[config.mk]
export PLATFORM = sky130hd
export DESIGN_NAME = sdf_stage_ctrl_flat
export DESIGN_NICKNAME = d
export VERILOG_FILES = /design/src/rtl/sdf_stage_ctrl_if.sv /design/src/rtl/sdf_stage_ctrl.sv /design/src/flat_wrapper.sv
export SDC_FILE = /design/constraint.sdc
export NUM_CORES = 1
export LEC_CHECK = 0
export BUFFER_PORTS_ARGS = -buffer_cell sky130_fd_sc_hd__buf_4
export CAP_MARGIN = 20
export CORE_MARGIN = 1.5
export CORE_UTILIZATION = 25
export DETAILED_ROUTE_END_ITERATION = 10
export GPL_TIMING_DRIVEN = 0
export PLACE_DENSITY = 0.54
export SETUP_SLACK_MARGIN = 0.02
export SYNTH_ARGS = -nofsm -noshare
export SYNTH_HDL_FRONTEND = slang
export SYNTH_SLANG_ARGS = --single-unit
export TNS_END_PERCENT = 5
[constraint.sdc]
create_clock -name clk -period 1.9 [get_ports clk]
set_input_delay 0.38 -clock clk [delete_from_list [all_inputs] [get_ports clk]]
set_output_delay 0.38 -clock clk [all_outputs]
set_load 0.005 [all_outputs]
[src/rtl/sdf_stage_ctrl_if.sv]
// Handshake and control bundle between an SDF butterfly stage datapath
// and its controller: sample strobes in, mux selects and framing out.
interface sdf_stage_ctrl_if #(
    parameter int ADDR_W = 3
) ();
    logic              in_valid;
    logic              in_start;
    logic              bf_sel;
    logic              out_sel;
    logic              out_valid;
    logic              out_start;
    logic              out_last;
    logic [ADDR_W-1:0] tw_addr;
    logic              frame_err;
    logic              busy;

    modport master (
        output in_valid,
        output in_start,
        input  bf_sel,
        input  out_sel,
        input  out_valid,
        input  out_start,
        input  out_last,
        input  tw_addr,
        input  frame_err,
        input  busy
    );

    modport slave (
        input  in_valid,
        input  in_start,
        output bf_sel,
        output out_sel,
        output out_valid,
        output out_start,
        output out_last,
        output tw_addr,
        output frame_err,
        output busy
    );
endinterface

[src/rtl/sdf_stage_ctrl.sv]
// Controller for one single-path delay-feedback FFT stage: sequences the
// fill / butterfly phases of each frame and drains the delay line through the twiddle multiplier.
module sdf_stage_ctrl #(
    parameter int DEPTH  = 8,
    parameter int ADDR_W = 3
) (
    input  logic               clk,
    input  logic               rst,
    sdf_stage_ctrl_if.slave    bus
);

    typedef enum logic [1:0] {
        IDLE = 2'd0,
        FILL = 2'd1,
        BFLY = 2'd2
    } state_t;

    localparam logic [ADDR_W-1:0] CNT_LAST  = ADDR_W'(DEPTH - 1);
    localparam logic [ADDR_W:0]   DCNT_FULL = (ADDR_W + 1)'(DEPTH);

    state_t              state_q;
    state_t              state_d;
    logic [ADDR_W-1:0]   cnt_q;
    logic [ADDR_W-1:0]   cnt_d;
    logic [ADDR_W:0]     dcnt_q;
    logic [ADDR_W:0]     dcnt_d;
    logic                err_q;
    logic                err_d;
    logic                load_drain;
    logic                draining;
    logic                cnt_last;
    logic                take;
    logic                restart;
    logic                gap;

    assign draining = (dcnt_q != '0);
    assign cnt_last = (cnt_q == CNT_LAST);
    assign take     = bus.in_valid & ~bus.in_start;
    assign restart  = bus.in_valid & bus.in_start;
    assign gap      = ~bus.in_valid;

    always_ff @(posedge clk) begin
        if (rst) begin
            state_q <= IDLE;
            cnt_q   <= '0;
            dcnt_q  <= '0;
            err_q   <= 1'b0;
        end else begin
            state_q <= state_d;
            cnt_q   <= cnt_d;
            dcnt_q  <= dcnt_d;
            err_q   <= err_d;
        end
    end

    // An in_start inside a frame is both an error and the first sample
    // of the next frame, so it re-enters FILL rather than dropping to IDLE.
    always_comb begin
        state_d    = state_q;
        cnt_d      = cnt_q;
        err_d      = 1'b0;
        load_drain = 1'b0;
        unique case (state_q)
            IDLE: begin
                if (restart) begin
                    state_d = FILL;
                    cnt_d   = ADDR_W'(1);
                end
            end
            FILL: begin
                unique case (1'b1)
                    gap: begin
                        err_d   = 1'b1;
                        state_d = IDLE;
                        cnt_d   = '0;
                    end
                    restart: begin
                        err_d   = 1'b1;
                        state_d = FILL;
                        cnt_d   = ADDR_W'(1);
                    end
                    (take & cnt_last): begin
                        state_d = BFLY;
                        cnt_d   = '0;
                    end
                    (take & ~cnt_last): begin
                        cnt_d   = cnt_q + ADDR_W'(1);
                    end
                    default: ;
                endcase
            end
            BFLY: begin
                unique case (1'b1)
                    gap: begin
                        err_d   = 1'b1;
                        state_d = IDLE;
                        cnt_d   = '0;
                    end
                    restart: begin
                        err_d   = 1'b1;
                        state_d = FILL;
                        cnt_d   = ADDR_W'(1);
                    end
                    (take & cnt_last): begin
                        // IDLE accepts a start on the very next cycle,
                        // which gives a seamless back-to-back frame.
                        state_d    = IDLE;
                        cnt_d      = '0;
                        load_drain = 1'b1;
                    end
                    (take & ~cnt_last): begin
                        cnt_d   = cnt_q + ADDR_W'(1);
                    end
                    default: ;
                endcase
            end
            default: begin
                state_d = IDLE;
                cnt_d   = '0;
            end
        endcase
    end

    always_comb begin
        dcnt_d = dcnt_q;
        if (load_drain) begin
            dcnt_d = DCNT_FULL;
        end else if (draining) begin
            dcnt_d = dcnt_q - (ADDR_W + 1)'(1);
        end
    end

    // Output decode is gated by rst so the datapath sees a quiet stage
    // for the whole reset cycle, not only after the edge.
    always_comb begin
        bus.bf_sel    = 1'b0;
        bus.out_sel   = 1'b0;
        bus.out_valid = 1'b0;
        bus.out_start = 1'b0;
        bus.out_last  = 1'b0;
        bus.tw_addr   = '0;
        bus.frame_err = 1'b0;
        bus.busy      = 1'b0;
        if (!rst) begin
            bus.frame_err = err_q;
            bus.busy      = (state_q != IDLE) | draining;
            if (state_q == BFLY) begin
                bus.bf_sel    = 1'b1;
                bus.out_valid = bus.in_valid;
                bus.out_start = bus.in_valid & (cnt_q == '0);
            end
            if (draining) begin
                bus.out_sel   = 1'b1;
                bus.out_valid = 1'b1;
                bus.out_last  = (dcnt_q == (ADDR_W + 1)'(1));
                bus.tw_addr   = ADDR_W'(DCNT_FULL - dcnt_q);
            end
        end
    end

endmodule
[src/flat_wrapper.sv]
// flat-port wrapper written by rule: the top's interface ports become plain ports
module sdf_stage_ctrl_flat 
#(
    parameter int DEPTH  = 8,
    parameter int ADDR_W = 3
)
  (clk, rst, bus_in_valid, bus_in_start, bus_bf_sel, bus_out_sel, bus_out_valid, bus_out_start, bus_out_last, bus_tw_addr, bus_frame_err, bus_busy);
  sdf_stage_ctrl_if #(.ADDR_W(ADDR_W)) bus_i ();
  input  logic clk;
  input  logic rst;
  input wire logic [$bits(bus_i.in_valid)-1:0] bus_in_valid;
  input wire logic [$bits(bus_i.in_start)-1:0] bus_in_start;
  output wire logic [$bits(bus_i.bf_sel)-1:0] bus_bf_sel;
  output wire logic [$bits(bus_i.out_sel)-1:0] bus_out_sel;
  output wire logic [$bits(bus_i.out_valid)-1:0] bus_out_valid;
  output wire logic [$bits(bus_i.out_start)-1:0] bus_out_start;
  output wire logic [$bits(bus_i.out_last)-1:0] bus_out_last;
  output wire logic [$bits(bus_i.tw_addr)-1:0] bus_tw_addr;
  output wire logic [$bits(bus_i.frame_err)-1:0] bus_frame_err;
  output wire logic [$bits(bus_i.busy)-1:0] bus_busy;
  assign bus_i.in_valid = bus_in_valid;
  assign bus_i.in_start = bus_in_start;
  assign bus_bf_sel = bus_i.bf_sel;
  assign bus_out_sel = bus_i.out_sel;
  assign bus_out_valid = bus_i.out_valid;
  assign bus_out_start = bus_i.out_start;
  assign bus_out_last = bus_i.out_last;
  assign bus_tw_addr = bus_i.tw_addr;
  assign bus_frame_err = bus_i.frame_err;
  assign bus_busy = bus_i.busy;
  sdf_stage_ctrl #(.DEPTH(DEPTH), .ADDR_W(ADDR_W)) u_core (.clk(clk), .rst(rst), .bus(bus_i));
endmodule
* Word level (Yosys, flattened, before mapping)
Cells that the tools add are included.
Storage, ports and cells: logic and storage cells 65, flip-flop bits (word level) 10
Operators by class: muxes and demuxes 27, equal/unequal tests 8, reduce and logical (&&, ||, !) cells 12, $add $sub $neg 3, bitwise gates (word level) 10
Operators with widths (count):
- 2-to-1 mux 1 bit | 16
- one-hot mux 2 bit (3 select lines) | 2
- OR reduction 2 bit | 5
- 2-to-1 mux 3 bit | 3
- one-hot mux 3 bit (3 select lines) | 1
- 2-to-1 mux 4 bit | 2
- inequality test 4 x 1 -> 1 bit (second input constant) | 2
- one-hot mux 3 bit (2 select lines) | 1
- bitwise AND 1 bit | 5
- equality test 4 x 1 -> 1 bit (second input constant) | 1
- NOT 1 bit | 4
- one-hot mux 2 bit (2 select lines) | 1
- nonzero test 2 bit | 2
- nonzero test 4 bit | 1
- subtractor 4 x 1 -> 4 bit (second input constant) | 1
- adder 3 x 1 -> 3 bit (second input constant) | 1
- equality test 3 bit (second input constant) | 1
- logical NOT 3 bit | 1
- inequality test 3 x 2 -> 1 bit (second input constant) | 1
- AND reduction 3 bit | 1
- subtractor 1 x 3 -> 3 bit (first input constant) | 1
- equality test 2 x 1 -> 1 bit (second input constant) | 1
- equality test 2 bit (second input constant) | 1
- logical NOT 2 bit | 1
- 4 further kinds | 4

* Logic depth before layout (Yosys ltp)
Gate-level depths: netlist of the first run.
depth after elaboration 6, gate-level depth with buffers 6, gate-level depth less buffers 6

* Least setup slack after synthesis of the first run
OpenSTA, ideal clock, no wires.
kind reg-to-reg, start point register u_core.cnt_q[0], end point register u_core.state_q[1], data arrival time 1453 ps, setup time 71 ps, setup slack 377 ps, stages on the path, launching flop included 6, required time 1829 ps, buffers on the path 0, path through dfxtp_1 ha_1 ha_1 o31a_1 or3_1 a21oi_1
On the way: word-level cells in the longest chain between the ends 5
Ends and longest elaborated chain:
- start: declaration | line sdf_stage_ctrl.sv:23 | logic [ADDR_W-1:0] cnt_q;
- start signal: assignment | line sdf_stage_ctrl.sv:50 | cnt_q <= cnt_d;
- equality test 3 bit * | line sdf_stage_ctrl.sv:37 | assign cnt_last = (cnt_q == CNT_LAST);
- bitwise AND 1 bit * | line sdf_stage_ctrl.sv:82, sdf_stage_ctrl.sv:104
- OR reduction 2 bit (no line)
- inequality test 3 x 2 -> 1 bit (no line)
- AND reduction 3 bit (no line)
- end signal: assignment | line sdf_stage_ctrl.sv:49 | state_q <= state_d;
- end: declaration | line sdf_stage_ctrl.sv:21 | state_t state_q;
Every way passes the cells marked *; elsewhere a longest branch is shown, timed or not. A chain may end at the register's enable or synchronous reset.

* Worst setup path after layout of the first run
start point register u_core.dcnt_q[0], end point output bus_out_valid
On the way: word-level cells in the longest chain between the ends 3
Ends and longest elaborated chain:
- start: declaration | line sdf_stage_ctrl.sv:25 | logic [ADDR_W:0] dcnt_q;
- start signal: assignment | line sdf_stage_ctrl.sv:51 | dcnt_q <= dcnt_d;
- nonzero test 4 bit | line sdf_stage_ctrl.sv:36 | assign draining = (dcnt_q != '0);
- 2-to-1 mux 1 bit | line sdf_stage_ctrl.sv:152 | if (draining) begin
- 2-to-1 mux 1 bit | line sdf_stage_ctrl.sv:144 | if (!rst) begin
- end: declaration | line flat_wrapper.sv:15 | output wire logic [$bits(bus_i.out_valid)-1:0] bus_out_valid;
Every way passes these cells.

==> impl_metrics.yaml, run 1 <==
route:
  ant_nets: 0
  drc: 0
  drtPass1Iterations: 2
  wl_um: 1560
  viasPerCell: 4.75
  drt-wirelength-per-cell_um: 11.8
  vias: 627
  drt_iter0_markers: 6
min_path:
  hold_path.class: "in2reg"
  hold_end: "u_core.cnt_q[1]$_SDFFE_PP0P_"
  worstHoldPathCells: 4
  worstHoldStart: "bus_in_start"
worst_setup_path:
  path_class: "reg2out"
  critPathLaunchType: "flip-flop"
  crit_required_ns: 1.52
  arrival_ns: 1.41
  r2r_cells: 5
  crit_fanout: 5
  r2r-start: "u_core.cnt_q[0]$_SDFFE_PP0P_"
  worstSetupEndpointType: "primary output"
  regToRegEndpoint: "u_core.state_q[1]$_SDFFE_PP0P_"
  r2r_slack_ns: 0.26
cts:
  clock_sinks: 10
  h-tree-depth: 1
  root_buffer: "clkbuf_4"
  cts_tree: "yes"
  cts_buffers: 3
  clk-insertion-delay-late_ns: 0.28
  clk_pin_slew_worst_paths_ns: 0.08
  cts_hold_buf: 0
  cts_max_path_buffers: 2
yosys:
  synth.distinct_cells: 29
  yosysWarnings: 0
  ys_seq_area_share_pct: 29.9
  syn-num-nets: 98
  synth.area.top_cells: "dfxtp_1 30%, ha_1 17%, nor2_1 6.7%"
  synth_largest_area_cell: "dfxtp_1"
  synth_top_area_share_pct: 29.9
  synth_seq_cells: 10
  synth.cell_area_um2: 669
  syn_area_per_cell_um2: 7.88
  netlist_instances: 85
global_routing:
  grt_pass1_wl_um: 2570
  overflow: 0
  grt_max_degree: 11
  grt_usage_pct: 12.1
  grt_pass1_vias: 584
  antenna_found_initial: 0
die:
  io_pins: 14
  die_w_um: 54.7
  core.rowCount: 18
  dieArea_um2: 3000
  chipHeight_um: 54.7
  start_util_pct: 26.8
  core_um2: 2500
sta:
  rsz0062_at_grt: "true"
  finalHoldViolations: 0
  tightestPinTransition_ns: 0.457
  min_period_ns: 1.79
  clock_skew_ns: 0.00401
  max_slew_margin_pct: 69.5
  fin_setup_tns_ns: 0
  period_share_pct: 94.2
  final_max_slew_viol_count: 0
  fmax_mhz: 558
  setup_viol: 0
pwr:
  powerDensity_nw_per_um2: 1080
  power_w: 0.000936
  p_leak_nw: 0.380
  peakVddDrop_mv: 0.461
finish:
  fill_cells: 266
  final_common_cell: "buf_4"
  regArea_um2: 201
  layout_common_cells: "13 x buf_4, 12 x nor2_1, 9 x dfxtp_1, 7 x a21oi_1, 7 x ha_1"
  drive_gt1_share_pct: 26.5
  multi_input_area_um2: 453
  fin_nets: 116
  area_delta_synth_final_pct: 29.2
  final_area_um2: 865
  diodes: 0
place:
  dp_hpwl_um: 1130
  io_buffer_count: 12
  gp_congestion: 0.692
  placed_cell_area_um2: 797
status:
  outcome: "finished clean"
job:
  max-cap-violations: 0
-- where the power goes --
part           internal [W]  switching, W  leakage (nW)
registers          0.000257     0.0000323        0.0823
logic              0.000216      0.000226         0.277
clock network      0.000117     0.0000886        0.0210
-- per-layer routing --
| metal | vias up | wire length [µm] | track usage (%) |
|---|---|---|---|
| li1 | 327 | - | - |
| met3 | 5 | 68 | 2.46 |
| met2 | 13 | 725 | 20.4 |
| met5 | - | 0 | 0 |
| met4 | 0 | 36 | 6.25 |
| met1 | 282 | 727 | 14.4 |
-- through the flow --
| step | std cells | hold slack [ns] | setup slack [ns] | utilization (%) |
|---|---|---|---|---|
| after CTS | 132 | 0.475 | 0.0273 | 34.2 |
| after global routing | 132 | 0.515 | 0.00161 | 34.6 |
| after global placement | 127 | 0.464 | 0.168 | 31.9 |
| after floorplan | 85 | 0.449 | 0.377 | - |
| after detailed placement | 127 | 0.477 | 0.138 | 31.9 |
| final | 132 | 0.472 | 0.109 | 34.6 |
-- kinds of logic (layout without fill, tap and decap cells) --
family                   after synthesis  count (layout)  synth area share, %
buffers and inverters                 10              27                 5.61
XOR/XNOR                               2               2                 2.62
AND/OR/NAND/NOR                       37              37                 28.8
AO/OA/AOI/OAI                         17              17                 16.3
flip-flops                            10              10                 29.9
adder cells (fa/ha/maj)                9               9                 16.8
-- registers in the layout (all words and copies together) (netlist names) --
signal and cells:
u_core.err_q 1, u_core.dcnt_q 4, u_core.cnt_q 3, u_core.state_q 2
-- critical path: stages (launching register included) --
cell	delay, ns
dfxtp_2	0.34
inv_1	0.07
ha_2	0.22
and2_2	0.22
o21ai_1	0.14
buf_4	0.13
-- worst max path at each step --
stage	start	slack, ns	to	cells past startpoint
finish	u_core.dcnt_q[0]$_SDFFE_PP0N_	0.11	bus_out_valid	5
global placement	rst	0.17	bus_tw_addr[0]	4
CTS	u_core.state_q[0]$_SDFFE_PP0P_	0.03	bus_out_start	6
detailed placement	rst	0.14	bus_out_sel	4
global route	u_core.state_q[0]$_SDFFE_PP0P_	0.002	bus_out_start	6
floorplan	u_core.cnt_q[0]$_SDFFE_PP0P_	0.38	u_core.state_q[1]$_SDFFE_PP0P_	5
-- cell usage after synthesis --
cell type / number
nor2_1: 12
dfxtp_1: 10
ha_1: 9
a21oi_1: 7
inv_1: 7
nand2_1: 6
nor2b_1: 4
nor3_1: 3
o21ai_0: 3
clkbuf_1: 2
nand2b_1: 2
nor3b_1: 2
or3_1: 2
a211o_1: 1
a211oi_1: 1
a32oi_1: 1
and2_0: 1
and2_1: 1
and3_1: 1
and4b_1: 1
inv_2: 1
nand3_1: 1
nand4bb_1: 1
o21bai_1: 1
o221ai_1: 1
o31a_1: 1
o41ai_1: 1
xnor2_1: 1
xor2_1: 1
-- what timing repair did --
action | 4_1_cts | 5_1_grt
setup buffers | 1 | 0
gates resized for setup | 7 | 6
pin swaps | 0 | 1
setup endpoints to repair | 5 | 6
-- area by class of cell --
cell class	instances	area share, %
well taps	30	4.34
plain buffers	2	1.01
multi-input cells	65	52.4
clock buffers	4	4.20
flip-flops and latches	10	23.3
repair buffers	13	11.3
inverters	8	3.47
(Power assumes the default switching activity.)
==> inputs of run 2 (changes only) <==
--- a/config.mk
+++ b/config.mk
@@ -10,7 +10,6 @@
 export CORE_MARGIN = 1.5
 export CORE_UTILIZATION = 25
 export DETAILED_ROUTE_END_ITERATION = 10
-export GPL_TIMING_DRIVEN = 0
 export PLACE_DENSITY = 0.54
 export SETUP_SLACK_MARGIN = 0.02
 export SYNTH_ARGS = -nofsm -noshare
==> run 2 against run 1 <==
Critical path depth grew 1. Highest routed layer unchanged. Flip-flop and latch count is the same. Global-route usage shrank 1.2 points. Total power grew 0.15%. Clock power shrank 7%.
==> impl_metrics.yaml, run 2 (same netlist as run 1, synthesis figures left out) <==
status:
  outcome: "finished clean"
finish:
  fin_nets: 116
  layout_common_cells: "15 x buf_4, 12 x nor2_1, 9 x dfxtp_1, 8 x ha_1, 7 x a21oi_1"
  top_regs: "u_core.dcnt_q: 4 flops, u_core.cnt_q: 3 flops, u_core.state_q: 2 flops"
  drive_gt1_share_pct: 26.5
  instances_no_fill: 132
  fill_cells: 264
  diodes: 0
  largest_register_ffs: 4
  area_delta_synth_final_pct: 30.7
  final_area_um2: 875
  final_common_cell: "buf_4"
  regMostFlops: "u_core.dcnt_q"
die:
  die_w_um: 54.7
  core_um2: 2500
  io_pins: 14
  core.rowCount: 18
  start_util_pct: 26.8
  dieArea_um2: 3000
  chipHeight_um: 54.7
route:
  drtPass1Iterations: 4
  drc: 0
  wl_um: 1490
  ant_nets: 0
  drt-wirelength-per-cell_um: 11.3
  vias: 611
  drt_iter0_markers: 10
  viasPerCell: 4.63
cts:
  cts_buffers: 3
  clk_pin_slew_worst_paths_ns: 0.07
  h-tree-depth: 1
  cts_tree: "yes"
  cts_max_path_buffers: 2
  root_buffer: "clkbuf_4"
  clock_sinks: 10
  clk-insertion-delay-late_ns: 0.27
  cts_hold_buf: 0
sta:
  min_period_ns: 1.78
  tightestPinTransition_ns: 0.262
  finalHoldViolations: 0
  final_max_slew_viol_count: 0
  max_slew_margin_pct: 82.4
  period_share_pct: 93.8
  clock_skew_ns: 0.00535
  fin_setup_tns_ns: 0
  setup_viol: 0
  holdWs_ns: 0.428
  rsz0062_at_grt: "true"
  fmax_mhz: 561
worst_setup_path:
  critPathTopFamily: "simple AND/OR/NAND/NOR gates"
  path_class: "reg2out"
  critPathSlowestCell: "dfxtp_1"
  critPathLaunchType: "flip-flop"
  worst-path-buf-inv: 2
  worstSetupEndpointType: "primary output"
  crit_chain: "inv_2 -> ha_2 -> nor2b_4 -> nand2_2 -> nor3b_2 -> buf_4"
  critPathMaxStageDelay_ns: 0.34
  crit_fanout: 3
  arrival_ns: 1.40
  crit_required_ns: 1.52
pwr:
  peakVddDrop_mv: 0.507
  powerDensity_nw_per_um2: 1070
  p_leak_nw: 0.386
global_routing:
  grt_usage_pct: 11.0
  overflow: 0
  antenna_found_initial: 0
  grt_pass1_wl_um: 2350
  grt_max_degree: 19
  grt_pass1_vias: 547
place:
  dp_hpwl_um: 1120
  placed_cell_area_um2: 805
  io_buffer_count: 13
  placed_cells: 127
  gp_congestion: 0.765
min_path:
  hold_path.class: "in2reg"
job:
  max-cap-violations: 0
## run 2: cell types whose count changed in the layout (fill, tap and decap cells not counted), sizes merged
cell	previous run	this run
buf	13	15
clkbuf	6	4
## run 2: routing by layer
layer / share of wire [%] / GRT usage [%] / vias to the layer above
met4: 0.67 / 3.75 / 0
li1: - / - / 328
met3: 8.1 / 4.64 / 2
met2: 46 / 18.8 / 18
met1: 45 / 12.0 / 263
met5: 0 / 0 / -
## run 2: where the power goes
group,leakage (nW),total [W],internal (W),switching [W]
Combinational,0.282,0.000455,0.000225,0.000230
Clock,0.0210,0.000191,0.000116,0.0000744
Sequential,0.0823,0.000292,0.000257,0.0000344
Total,0.386,0.000937,0.000599,0.000339
## run 2: area by class of cell
| type | count | area [µm²] | share of cell area, % |
|---|---|---|---|
| Multi-Input combinational cell | 65 | 457 | 52.2 |
| Inverter | 8 | 30.0 | 3.43 |
| Sequential cell | 10 | 201 | 23.0 |
| Clock buffer | 4 | 36.3 | 4.15 |
| Tap cell | 30 | 37.5 | 4.29 |
| Timing Repair Buffer | 15 | 113 | 12.9 |
## run 2: worst paths after layout
kind | slack (ns) | from | depth (start not counted) | endpoint
worst max register to register | 0.25 | u_core.cnt_q[0]$_SDFFE_PP0P_ | 5 | u_core.state_q[1]$_SDFFE_PP0P_
worst min-delay path | 0.43 | rst | 2 | u_core.dcnt_q[3]$_SDFFE_PP0P_
worst max-delay path | 0.12 | u_core.state_q[0]$_SDFFE_PP0P_ | 6 | bus_out_start
worst min register to register | 0.47 | u_core.cnt_q[1]$_SDFFE_PP0P_ | 2 | u_core.cnt_q[1]$_SDFFE_PP0P_
## run 2: stage by stage
stage	power [W]	setup WS [ns]	utilization, %
3_3_place_gp	0.000733	0.207	32.2
2_1_floorplan	0.000573	0.377	-
4_1_cts	0.000933	0.0296	34.3
3_5_place_dp	0.000736	0.210	32.2
5_1_grt	0.00103	0.00158	35.0
6_report	0.000937	0.118	35.0
## run 2: timing repair
item                                    CTS  global route
resized for setup                         3             6
hold endpoints to repair                  0             0
endpoints found under the setup margin    1             6
buffers inserted                          1             0
## run 2: worst register-to-register path, cell delays in order, from the launching register on
cell	delay (ns)
dfxtp_1	0.34
ha_1	0.21
ha_1	0.26
o31a_1	0.34
or3_1	0.31
a21oi_1	0.12
